--- src/rtl/result_tx.sv ---
// Result transmitter: captures a packed result and hands its elements to a display
// sink one at a time, inserting idle gaps between them. Define RESULT_TX_SIGNED_EN for sign/magnitude output.
module result_tx #(
  parameter int NUM_ELEM   = 4,
  parameter int ELEM_W     = 8,
  parameter int GAP_CYCLES = 2,
  localparam int IDX_W     = (NUM_ELEM > 1) ? $clog2(NUM_ELEM) : 1
) (
  input  logic                       clk,
  input  logic                       nrst,
  input  logic                       result_ready,
  input  logic [NUM_ELEM*ELEM_W-1:0] result_data,
  input  logic                       elem_ready,
  output logic                       elem_valid,
  output logic [ELEM_W-1:0]          elem_data,
  output logic [IDX_W-1:0]           elem_idx,
  output logic                       elem_neg,
  output logic                       busy,
  output logic                       done,
  output logic                       overrun
);

  localparam int CNT_W = (GAP_CYCLES > 0) ? $clog2(GAP_CYCLES + 1) : 1;
  localparam logic [IDX_W-1:0] LAST_IDX = IDX_W'(NUM_ELEM - 1);
  localparam logic [CNT_W-1:0] GAP_LOAD = CNT_W'(GAP_CYCLES);

  typedef enum logic [1:0] {IDLE, SEND, GAP, DONE} state_t;

  state_t                     state, state_next;
  logic [IDX_W-1:0]           idx;
  logic [CNT_W-1:0]           cnt;
  logic [NUM_ELEM*ELEM_W-1:0] shadow;
  logic                       ovr;
  logic                       accept;
  logic                       last;
  logic [ELEM_W-1:0]          cur;

  assign accept = ((state == IDLE) || (state == DONE)) && result_ready;
  assign last   = (idx == LAST_IDX);
  assign cur    = shadow[idx*ELEM_W +: ELEM_W];

  always_ff @(posedge clk or negedge nrst) begin
    if (!nrst) state <= IDLE;
    else       state <= state_next;
  end

  always_comb begin
    state_next = state;
    unique case (state)
      IDLE, DONE: state_next = result_ready ? SEND : IDLE;
      SEND: begin
        if (elem_ready) begin
          if (last)                 state_next = DONE;
          else if (GAP_CYCLES == 0) state_next = SEND;
          else                      state_next = GAP;
        end
      end
      GAP:     state_next = (cnt == CNT_W'(1)) ? SEND : GAP;
      default: state_next = IDLE;
    endcase
  end

  // idx advances on entry to SEND, so it always names the element being presented
  always_ff @(posedge clk or negedge nrst) begin
    if (!nrst) begin
      idx    <= '0;
      cnt    <= '0;
      shadow <= '0;
      ovr    <= 1'b0;
    end else begin
      if (accept) begin
        shadow <= result_data;
        idx    <= '0;
        cnt    <= '0;
        ovr    <= 1'b0;
      end
      if (((state == SEND) || (state == GAP)) && result_ready) ovr <= 1'b1;
      if ((state == SEND) && elem_ready && !last) begin
        cnt <= GAP_LOAD;
        if (GAP_CYCLES == 0) idx <= idx + IDX_W'(1);
      end
      if (state == GAP) begin
        cnt <= cnt - CNT_W'(1);
        if (cnt == CNT_W'(1)) idx <= idx + IDX_W'(1);
      end
    end
  end

  always_comb begin
    elem_valid = 1'b0;
    elem_data  = '0;
    elem_idx   = '0;
    elem_neg   = 1'b0;
    busy       = (state == SEND) || (state == GAP);
    done       = (state == DONE);
    overrun    = ovr;
    if (state == SEND) begin
      elem_valid = 1'b1;
      elem_idx   = idx;
`ifdef RESULT_TX_SIGNED_EN
      // the most negative value negates to itself, giving magnitude 2**(ELEM_W-1)
      elem_neg   = cur[ELEM_W-1];
      elem_data  = cur[ELEM_W-1] ? -cur : cur;
`else
      elem_data  = cur;
`endif
    end
  end

endmodule
--- config.mk ---
export PLATFORM = sky130hd
export DESIGN_NAME = result_tx
export DESIGN_NICKNAME = d
export VERILOG_FILES = /design/src/rtl/result_tx.sv
export SDC_FILE = /design/constraint.sdc
export NUM_CORES = 1
export LEC_CHECK = 0
export ABC_AREA = 0
export BUFFER_PORTS_ARGS = -buffer_cell sky130_fd_sc_hd__clkbuf_2
export CAP_MARGIN = 5
export CORE_ASPECT_RATIO = 1.1
export CORE_MARGIN = 2
export CORE_UTILIZATION = 56
export DETAILED_ROUTE_END_ITERATION = 12
export GPL_ROUTABILITY_DRIVEN = 0
export PLACE_DENSITY = 0.84
export SLEW_MARGIN = 25
export SYNTH_ARGS = -nofsm -noshare
export SYNTH_HDL_FRONTEND = slang
export SYNTH_SLANG_ARGS = --single-unit
--- constraint.sdc ---
create_clock -name clk -period 2.7 [get_ports clk]
set_input_delay 0.27 -clock clk [delete_from_list [all_inputs] [get_ports clk]]
set_output_delay 0.27 -clock clk [all_outputs]
set_load 0.03 [all_outputs]
==> flow_summary_export.csv <==
group,metric,value,unit
power_and_ir_drop,swShare,36.9,%
clocking,cts_sinks,39,
finish,area_delta_synth_final,14.4,%
placement,postPlaceCellArea,2150,um2
detailed_routing,routed_wl,3.26,mm
yosys,ys.flop_type,"dfrtp_1",
global_routing,grt_max_degree,40,
yosys,synth-seq-area-share,50.8,%
detailed_routing,dr_total_vias,1209,
finish,finalInstanceArea,2200,um2
power_and_ir_drop,combPwrFrac,46.2,%
power_and_ir_drop,finalPower,0.00243,W
placement,dp_cells,212,
clocking,clk_pin_slew,0.11,ns
timing,fmax,0.433,GHz
yosys,synthesis.instances,134,
global_routing,grt_use_total,19.8,%
timing,max_slew_margin,44.2,%
yosys,ys_seq_elements,39,
yosys,synth-edff-count,0,
run_status,status,"finished, final reports clean",
timing,worst_pin_slew,0.837,ns
worst_setup_path,crit_fanout,12,
yosys,syn-num-nets,178,
clocking,cts_setup_buffers,0,
finish,fill_cells,245,
timing,final_hold_viol_count,0,
yosys,yosys_warnings,0,
power_and_ir_drop,p_int,0.00153,W
power_and_ir_drop,p_per_area,1100,nW/um2
finish,layout_commonest_cell,"clkbuf_2",
clocking,ctsLongestPathBuffers,2,
timing,layout_min_cycle_time,2.31,ns
floorplan,rows,22,
yosys,synth.largest_area_cell,"dfrtp_1",
detailed_routing,ant_nets,0,
detailed_routing,avgRoutedWirePerCell,14.8,um
finish,diodes,0,
power_and_ir_drop,p_leak,1.05,nW
yosys,synth.avg_cell_area,14.3,um2
worst_setup_path,worstSetupEndpointType,"output port",
worst_setup_path,crit_type,"reg -> out",
finish,drive_gt1_share,52.2,%
clocking,cts_hold_buf,0,
finish,fin_nets,227,
placement,portBuffers,49,
yosys,synth_top_area_share,50.8,%
global_routing,grt_pass1_wl,5.62,mm
floorplan,start_util,58.1,%
finish,fin_cells,220,
power_and_ir_drop,seq_power_share,42.2,%
floorplan,core,3300,um2
worst_setup_path,cp.required,2.43,ns
yosys,yosys-top-cells-area,"dfrtp_1 51%, mux2_2 19%, mux4_2 8.2%, ha_1 5.2%, and2_1 2.9%",
yosys,syn_area,1920,um2
power_and_ir_drop,ir_drop,0.000542,V
run,timing.max_cap.violations,0,
power_and_ir_drop,clockPowerShare,11.6,%
placement,place_hpwl,2.33,mm
clocking,cts_tree,"yes",
clocking,cts-buffers-inserted,5,
timing,final.period_utilization,85.5,%
timing,fin_setup_tns,0,ns
floorplan,die_h,65.4,um
detailed_routing,drcViolationCount,0,
clocking,clock_latency,0.34,ns
timing,slew_violations,0,
detailed_routing,initialDrtViolationCount,39,
floorplan,die_area,3910,um2
global_routing,grt-ovfl-total,0,
finish,mostFrequentLayoutCells,"48 x clkbuf_2, 39 x dfrtp_1, 32 x mux2_2, 9 x and2_1, 8 x ha_1",
timing,fin_skew,0.00214,ns
clocking,htree_levels,2,
yosys,async_flop_share,100,%
global_routing,grt_pass1_vias,1260,
global_routing,antenna_found_initial,0,
detailed_routing,viasPerCell,5.50,
worst_setup_path,arrival,2.04,ns
worst_setup_path,cp-start-kind,"register",
timing,whs,0.0174,ns
timing,finalSetupViolCount,0,
floorplan,ioPinCount,51,
detailed_routing,drt_pass1_iterations,4,
power_and_ir_drop,p_sw,0.000894,W
yosys,yosysUniqueCellTypes,28,
floorplan,die_w,59.8,um
clocking,cts-resized-gates,0,
timing,rsz0062_at_grt,"no",
clocking,root_buffer,"clkbuf_4",
worst_hold_path,min_path_type,"in -> async",
-- cell usage after synthesis (2+ instances only) --
master    instances
dfrtp_1          39
mux2_2           32
and2_1            9
ha_1              8
mux4_2            7
nand2_1           6
inv_1             4
buf_6             3
nand3_1           3
o21ai_0           3
mux2_1            2
o211ai_1          2
-- sequential cells by signal, indices dropped and copies added (netlist names) --
register and cells:
cnt 2, idx 2, overrun 1, shadow 32, state 2
-- through the flow --
stage          utilization, %  setup slack [ns]
6_report                 66.5             0.390
4_1_cts                  66.5             0.327
3_5_place_dp             65.0             0.723
2_1_floorplan               -              1.03
3_3_place_gp             65.0             0.753
5_1_grt                  66.5             0.213
-- cells by family after synthesis --
family          share of synthesized area [%]
other cells                             0.195
mux                                      29.5
simple gates                             7.17
fa+ha+maj                                5.21
flops                                    50.8
compound gates                           3.00
buf+inv                                  4.10
-- layout make-up --
| cell class | count | area (um2) | area share (%) |
|---|---|---|---|
| Tap cell | 36 | 45.0 | 2.05 |
| Clock inverter | 1 | 5.00 | 0.228 |
| Multi-Input combinational cell | 84 | 866 | 39.4 |
| Clock buffer | 7 | 45.0 | 2.05 |
| Sequential cell | 39 | 976 | 44.4 |
| Timing Repair Buffer | 49 | 245 | 11.2 |
| Inverter | 4 | 15.0 | 0.683 |
-- final timing paths --
kind,from,end,slack (ns),cells past startpoint
worst max-delay path,idx[0],elem_data[7],0.39,3
worst min-delay path,nrst,shadow[1],0.02,1
worst max register to register,idx[0],cnt[0],0.76,4
worst min register to register,shadow[23],shadow[23],0.50,1
max in group asynchronous,nrst,shadow[6],2.16,1
min in group clk,result_data[23],shadow[23],0.14,2
-- critical path, cell delays in order, from the launching register on --
cell and delay (ns):
dfrtp_1 0.74, mux4_1 0.62, and2_1 0.17, clkbuf_2 0.17
-- layer usage --
layer / global-route usage, % / up-vias / part of all wire (%)
met5: 0 / - / 0
met4: 7.22 / 0 / 1.7
met3: 6.89 / 6 / 6.5
met2: 30.7 / 37 / 50
met1: 25.6 / 594 / 42
li1: - / 572 / -
-- power by group through the flow --
stage	logic (W)	registers [W]	clock network (W)
after global placement	0.00108	0.00101	0
after CTS	0.00113	0.00102	0.000291
after detailed placement	0.00113	0.00104	0
after global routing	0.00123	0.00106	0.000325
after floorplan	0.000952	0.000992	0
final	0.00112	0.00102	0.000281
Power figures use the tool's default switching activity.
